`src/rtl/timestamp_timer_pkg.sv`:
```
// timer_pkg: shared constants and a Q-format helper for timestamp_timer.
// Contents: default WIDTH/FRAC_BITS/NUM_CMP, MAX_CMP, to_fixed().
package timer_pkg;

  localparam int DEF_WIDTH     = 32;
  localparam int DEF_FRAC_BITS = 16;
  localparam int DEF_NUM_CMP   = 2;
  localparam int MAX_CMP       = 8;

  // Build a default-format value from an integer part and a raw
  // fractional field (units of 2^-DEF_FRAC_BITS).
  function automatic logic [DEF_WIDTH-1:0] to_fixed(
    input int unsigned int_part,
    input int unsigned frac_part
  );
    logic [63:0] v;
    v = (64'(int_part) << DEF_FRAC_BITS)
      | (64'(frac_part) & ((64'd1 << DEF_FRAC_BITS) - 64'd1));
    return v[DEF_WIDTH-1:0];
  endfunction

endpackage

```
`src/rtl/timestamp_timer_if.sv`:
```
// timestamp_timer_if: control/status bundle of the timestamp timer.
// master drives enable/incr/clear/load/cmp/capture strobes; slave returns
// timestamp, wrap, match, irq and the capture result.
interface timestamp_timer_if
  import timer_pkg::*;
#(
  parameter int WIDTH   = DEF_WIDTH,
  parameter int NUM_CMP = DEF_NUM_CMP
);

  logic                     enable;
  logic [WIDTH-1:0]         incr;
  logic                     clear;
  logic                     load_en;
  logic [WIDTH-1:0]         load_value;
  logic [NUM_CMP*WIDTH-1:0] cmp_value;
  logic [NUM_CMP-1:0]       match_clr;
  logic [NUM_CMP-1:0]       irq_mask;
  logic [WIDTH-1:0]         timestamp;
  logic                     wrap;
  logic [NUM_CMP-1:0]       match;
  logic                     irq;
  logic                     capture_in;
  logic [WIDTH-1:0]         capture_value;
  logic                     capture_valid;
  logic                     capture_ack;

  modport master (
    output enable, incr, clear, load_en, load_value,
    output cmp_value, match_clr, irq_mask,
    output capture_in, capture_ack,
    input  timestamp, wrap, match, irq,
    input  capture_value, capture_valid
  );

  modport slave (
    input  enable, incr, clear, load_en, load_value,
    input  cmp_value, match_clr, irq_mask,
    input  capture_in, capture_ack,
    output timestamp, wrap, match, irq,
    output capture_value, capture_valid
  );

endinterface

```
`src/rtl/timestamp_timer_cmp_channel.sv`:
```
// timer_cmp_channel: one compare channel with a sticky match flag.
// Ports: clk, reset, cur/nxt/carry/inc_valid, cmp, clr -> match.
module timer_cmp_channel
  import timer_pkg::*;
#(
  parameter int WIDTH = DEF_WIDTH
) (
  input  logic             clk,
  input  logic             reset,
  input  logic [WIDTH-1:0] cur,
  input  logic [WIDTH-1:0] nxt,
  input  logic             carry,
  input  logic             inc_valid,
  input  logic [WIDTH-1:0] cmp,
  input  logic             clr,
  output logic             match
);

  logic match_q, match_d;
  logic hit;

  // On wrap the crossed range is (cur, MAX] U [0, nxt].
  always_comb begin
    hit = 1'b0;
    if (inc_valid) begin
      if (carry) hit = (cur < cmp) | (cmp <= nxt);
      else       hit = (cur < cmp) & (cmp <= nxt);
    end
    match_d = hit | (match_q & ~clr);
  end

  always_ff @(posedge clk or posedge reset) begin
    if (reset) match_q <= 1'b0;
    else       match_q <= match_d;
  end

  assign match = match_q;

endmodule

```
`src/rtl/timestamp_timer.sv`:
```
// timestamp_timer: fixed-point timestamp counter with compare channels.
// Ports: clk, reset, bus (timestamp_timer_if.slave). Optional macro
// TIMESTAMP_CAPTURE_EN enables the synchronised capture unit.
module timestamp_timer
  import timer_pkg::*;
#(
  parameter int WIDTH     = DEF_WIDTH,
  parameter int FRAC_BITS = DEF_FRAC_BITS,
  parameter int NUM_CMP   = DEF_NUM_CMP
) (
  input logic               clk,
  input logic               reset,
  timestamp_timer_if.slave  bus
);

  if (FRAC_BITS < 0 || FRAC_BITS >= WIDTH ||
      NUM_CMP < 1 || NUM_CMP > MAX_CMP) begin : g_bad_cfg
    $error("timestamp_timer: illegal parameters");
  end

  logic [WIDTH-1:0]   ts_q, ts_d;
  logic               wrap_q, wrap_d;
  logic               irq_q;
  logic [WIDTH:0]     sum;
  logic               carry;
  logic               do_clr, do_load, inc_valid;
  logic [NUM_CMP-1:0] match;

  assign sum       = {1'b0, ts_q} + {1'b0, bus.incr};
  assign carry     = sum[WIDTH];
  assign do_clr    = bus.clear;
  assign do_load   = bus.load_en & ~bus.clear;
  assign inc_valid = bus.enable & ~bus.load_en & ~bus.clear;

  always_comb begin
    ts_d   = ts_q;
    wrap_d = 1'b0;
    unique case (1'b1)
      do_clr:    ts_d = '0;
      do_load:   ts_d = bus.load_value;
      inc_valid: begin
        ts_d   = sum[WIDTH-1:0];
        wrap_d = carry;
      end
      default: ;
    endcase
  end

  always_ff @(posedge clk or posedge reset) begin
    if (reset) begin
      ts_q   <= '0;
      wrap_q <= 1'b0;
      irq_q  <= 1'b0;
    end else begin
      ts_q   <= ts_d;
      wrap_q <= wrap_d;
      irq_q  <= |(match & bus.irq_mask);
    end
  end

  for (genvar g = 0; g < NUM_CMP; g++) begin : g_ch
    timer_cmp_channel #(.WIDTH(WIDTH)) u_ch (
      .clk       (clk),
      .reset     (reset),
      .cur       (ts_q),
      .nxt       (sum[WIDTH-1:0]),
      .carry     (carry),
      .inc_valid (inc_valid),
      .cmp       (bus.cmp_value[g*WIDTH +: WIDTH]),
      .clr       (bus.match_clr[g]),
      .match     (match[g])
    );
  end

  assign bus.timestamp = ts_q;
  assign bus.wrap      = wrap_q;
  assign bus.match     = match;
  assign bus.irq       = irq_q;

`ifdef TIMESTAMP_CAPTURE_EN
  // [0],[1] synchronise; [2] holds the previous synced level.
  logic [2:0]       sync_q;
  logic [WIDTH-1:0] cap_q;
  logic             capv_q;
  logic             cap_edge;

  assign cap_edge = sync_q[1] & ~sync_q[2];

  always_ff @(posedge clk or posedge reset) begin
    if (reset) begin
      sync_q <= '0;
      cap_q  <= '0;
      capv_q <= 1'b0;
    end else begin
      sync_q <= {sync_q[1:0], bus.capture_in};
      if (cap_edge) cap_q <= ts_q;
      capv_q <= cap_edge | (capv_q & ~bus.capture_ack);
    end
  end

  assign bus.capture_value = cap_q;
  assign bus.capture_valid = capv_q;
`else
  logic unused_cap;
  assign unused_cap        = bus.capture_in ^ bus.capture_ack;
  assign bus.capture_value = '0;
  assign bus.capture_valid = 1'b0;
`endif

endmodule

```
`src/flat_wrapper.sv`:
```
// flat-port wrapper written by rule: the top's interface ports become plain ports
module timestamp_timer_flat import timer_pkg::*;
#(
  parameter int WIDTH     = DEF_WIDTH,
  parameter int FRAC_BITS = DEF_FRAC_BITS,
  parameter int NUM_CMP   = DEF_NUM_CMP
)
  (clk, reset, bus_enable, bus_incr, bus_clear, bus_load_en, bus_load_value, bus_cmp_value, bus_match_clr, bus_irq_mask, bus_capture_in, bus_capture_ack, bus_timestamp, bus_wrap, bus_match, bus_irq, bus_capture_value, bus_capture_valid);
  timestamp_timer_if #(.WIDTH(WIDTH), .NUM_CMP(NUM_CMP)) bus_i ();
  input logic clk;
  input logic reset;
  input wire logic [$bits(bus_i.enable)-1:0] bus_enable;
  input wire logic [$bits(bus_i.incr)-1:0] bus_incr;
  input wire logic [$bits(bus_i.clear)-1:0] bus_clear;
  input wire logic [$bits(bus_i.load_en)-1:0] bus_load_en;
  input wire logic [$bits(bus_i.load_value)-1:0] bus_load_value;
  input wire logic [$bits(bus_i.cmp_value)-1:0] bus_cmp_value;
  input wire logic [$bits(bus_i.match_clr)-1:0] bus_match_clr;
  input wire logic [$bits(bus_i.irq_mask)-1:0] bus_irq_mask;
  input wire logic [$bits(bus_i.capture_in)-1:0] bus_capture_in;
  input wire logic [$bits(bus_i.capture_ack)-1:0] bus_capture_ack;
  output wire logic [$bits(bus_i.timestamp)-1:0] bus_timestamp;
  output wire logic [$bits(bus_i.wrap)-1:0] bus_wrap;
  output wire logic [$bits(bus_i.match)-1:0] bus_match;
  output wire logic [$bits(bus_i.irq)-1:0] bus_irq;
  output wire logic [$bits(bus_i.capture_value)-1:0] bus_capture_value;
  output wire logic [$bits(bus_i.capture_valid)-1:0] bus_capture_valid;
  assign bus_i.enable = bus_enable;
  assign bus_i.incr = bus_incr;
  assign bus_i.clear = bus_clear;
  assign bus_i.load_en = bus_load_en;
  assign bus_i.load_value = bus_load_value;
  assign bus_i.cmp_value = bus_cmp_value;
  assign bus_i.match_clr = bus_match_clr;
  assign bus_i.irq_mask = bus_irq_mask;
  assign bus_i.capture_in = bus_capture_in;
  assign bus_i.capture_ack = bus_capture_ack;
  assign bus_timestamp = bus_i.timestamp;
  assign bus_wrap = bus_i.wrap;
  assign bus_match = bus_i.match;
  assign bus_irq = bus_i.irq;
  assign bus_capture_value = bus_i.capture_value;
  assign bus_capture_valid = bus_i.capture_valid;
  timestamp_timer #(.WIDTH(WIDTH), .FRAC_BITS(FRAC_BITS), .NUM_CMP(NUM_CMP)) u_core (.clk(clk), .reset(reset), .bus(bus_i));
endmodule
```
`config.mk`:
```
export PLATFORM = sky130hd
export DESIGN_NAME = timestamp_timer_flat
export DESIGN_NICKNAME = d
export VERILOG_FILES = /design/src/rtl/timestamp_timer_pkg.sv /design/src/rtl/timestamp_timer_if.sv /design/src/rtl/timestamp_timer_cmp_channel.sv /design/src/rtl/timestamp_timer.sv /design/src/flat_wrapper.sv
export SDC_FILE = /design/constraint.sdc
export NUM_CORES = 1
export LEC_CHECK = 0
export BUFFER_PORTS_ARGS = -buffer_cell sky130_fd_sc_hd__clkbuf_2
export CORE_ASPECT_RATIO = 0.9
export CORE_UTILIZATION = 58
export DETAILED_ROUTE_END_ITERATION = 8
export GPL_TIMING_DRIVEN = 1
export PLACE_DENSITY = 0.95
export RECOVER_POWER = 25
export SYNTH_ARGS = -nofsm -noshare
export SYNTH_HDL_FRONTEND = slang
export SYNTH_SLANG_ARGS = --single-unit
```
`constraint.sdc`:
```
create_clock -name clk -period 12.4 [get_ports clk]
set_clock_uncertainty 0.05 [all_clocks]
set_input_delay 3.1 -clock clk [delete_from_list [all_inputs] [get_ports clk]]
set_output_delay 3.1 -clock clk [all_outputs]
set_load 0.03 [all_outputs]
```
==> results.yml <==
pwr:
  power_density_nw_per_um2: 94.73
  leakage_uw: 0.004437
  p_total_uw: 726.5
  irDropWorstVdd_uv: 70.35
job:
  maxCapViolations: 1
clocking:
  postCtsSetupRepairBufs: 0
  cts_hold_buf: 0
  htreeDepth: 2
  cts_root_buf: "clkbuf_16"
  clk-insertion-delay-late_ns: 0.29
  cts.path.max_buffers: 2
  cts.sinks: 36
  post_cts_resized: 0
  cts_made_buffers: 5
  tritoncts: "built"
  path_clk_slew_ns: 0.06
synth:
  ys_seq_area_share_pct: 13.52
  muxShareOfSynthArea_pct: 0.7509
  yosys_most_used_dff: "dfrtp_1"
  synth_adder_area_share_pct: 29.75
  yosys_warnings: 0
  synth-compound-area-share_pct: 27.45
  postSynthAreaPerCell_um2: 7.925
  synth_top_family_by_area: "adder cells"
  synth_edf_count: 0
  netlist_area_um2: 6665
  async_reset_ff_share_pct: 100.0
  synth.distinct_cells: 65
  synth_cells: 841
  synth_xor_area_share_pct: 4.074
  ys_seq_elements: 36
  yosys.area_share.simple_pct: 14.42
critical_path:
  arrival_ns: 8.12
  cp-end-kind: "register"
  critical_path_required_ns: 12.55
  critPathMaxFanout: 5
  worstSetupPathType: "input port to register"
  cp-start-kind: "input port"
hold_path:
  hp-class: "register to register"
sta:
  setup_slack_ns: 4.427
  rsz0062_at_grt: "no"
  final.period_utilization_pct: 64.30
  hold_viol: 0
  slew_viol_final: 37
  max_freq_mhz: 125.4
  worstMarginPinSlew_ns: 2.277
  period_minus_slack_ns: 7.973
  fin_setup_tns_ns: 0
  setup_viol: 0
  slew_headroom_pct: -51.79
drt:
  met3_length_um: 1857
  top_layer: "met4"
  vias_per_cell: 6.068
  post_drt_wl_per_cell_um: 17.87
  ant_nets: 0
  first_pass_iters: 5
  routed_wl_um: 20580
  wl_met2_um: 9238
  num_vias: 6990
  wl_met1_um: 8997
  remaining_drc_errors: 0
  initialDrtViolationCount: 596
global_route:
  grt_pass1_vias: 6459
  grt_max_degree: 38
  grt_first_pass_wirelength_um: 31680
  grt_overflow: 0
  track_usage_pct: 33.81
  antenna_found_initial: 0
floorplan:
  die_x_um: 115.0
  die_area_um2: 11920
  io_pins: 208
  fp.dieH_um: 103.7
  coreArea_um2: 10990
  rows: 36
  start_util_pct: 60.64
outcome:
  failed_checks: "capacitance limit, slew limit"
  status: "finished with violations"
placement:
  gp_congestion: 0.9537
  hpwl_um: 16660
  pre_cts_ws_ns: 4.317
  port_buffers: 172
  placed_cell_area_um2: 7520
final_layout:
  design_area_um2: 7669
  nFillCells: 944
  drive_gt1_share_pct: 19.40
  final_cell_mix: "clkbuf_2 (172), ha_1 (156), inv_1 (86)"
  final_common_cell: "clkbuf_2"
  nets: 1296
  area_growth_pct: 15.06
  diodes: 0
  post-route-util_pct: 69.77
## synthesized netlist by cell type, types with 6 or more instances
library cell  number  area share (%)
ha_1             156              29
inv_1             86             4.8
a21oi_1           72             5.4
nor2_1            63             3.5
o21ai_0           53             4.0
a21o_1            43             4.8
nand2_1           39             2.2
dfrtp_1           36              14
buf_4             35             3.9
nand4_1           21             2.0
xnor2_1           17             2.2
clkbuf_1          16            0.90
xor2_1            14             1.8
nor2b_1           13             1.2
a211oi_1          12             1.4
nor3_1            12            0.90
o21a_1            12             1.4
nand2b_1          11             1.0
nand3_1           11            0.83
a211o_1            8             1.1
o211a_1            8             1.2
and4_1             6            0.79
## path summary, 6_finish.rpt
path / startpoint / to / slack (ns) / cells after the start
hold reg to reg: u_core.g_ch[0].u_ch.match / u_core.bus.irq / 0.48 / 1
max in group asynchronous: reset / u_core.bus.timestamp[19] / 7.43 / 3
setup / recovery: bus_incr[0] / u_core.g_ch[0].u_ch.match / 4.43 / 21
min in group asynchronous: reset / u_core.bus.timestamp[2] / 3.58 / 3
hold / removal: u_core.g_ch[0].u_ch.match / u_core.bus.irq / 0.48 / 1
setup reg to reg: u_core.bus.timestamp[2] / u_core.g_ch[0].u_ch.match / 6.84 / 18
## critical path, cell delays in order
cell       delay, ns
clkbuf_2        0.08
ha_1            0.21
fa_1            0.42
a21o_1          0.20
o2bb2ai_1       0.22
o211ai_2        0.23
a41o_1          0.25
o21a_1          0.20
o31a_1          0.32
a21boi_2        0.11
nor2_1          0.12
xor2_1          0.26
ha_1            0.19
nand4_1         0.14
nor4_1          0.66
nand4_1         0.24
or4_1           0.55
nand2b_1        0.17
a21oi_1         0.15
a221oi_1        0.07
o21ai_0         0.19
## report_power, final
group	internal, uW	switching [uW]	total, uW
clock network	84.6	54.8	139
registers	128	18.7	147
logic	174	266	440
total	387	340	726
## metal layers
| layer | vias up | GRT usage [%] |
|---|---|---|
| li1 | 3344 | - |
| met3 | 50 | 5.032 |
| met2 | 339 | 55.38 |
| met5 | - | 0 |
| met4 | 0 | 8.720 |
| met1 | 3257 | 46.03 |
## area by class of cell
cell class / instances / area [um^2] / area share (%)
timing repair buffer: 175 / 879.6 / 11.47
tap: 152 / 190.2 / 2.480
inverter: 87 / 326.6 / 4.258
multi-input combinational: 695 / 5219 / 68.05
clock buffer: 7 / 152.6 / 1.991
sequential: 36 / 900.9 / 11.75
## registers in the layout (all words and copies together) (netlist names)
register and cells:
u_core.bus.irq 1, u_core.bus.timestamp 32, u_core.bus.wrap 1, u_core.g_ch.u_ch.match 2
## logic make-up after synthesis
kind of cell,Yosys count
xor gates and xnor gates,31
DFF,36
other,1
muxes,5
buffers and inverters,142
AOI/OAI and AO/OA,273
adders and majority gates,158
and+or+nand+nor,195
## per-stage QoR
step / hold slack, ns / instances
3_5_place_dp: 0.4638 / 1145
4_1_cts: 0.4886 / 1152
3_3_place_gp: 0.4708 / 1145
2_1_floorplan: 0.4387 / 873
5_1_grt: 0.5128 / 1152
6_report: 0.4822 / 1152
No activity file was read; power rests on OpenSTA's default activity.
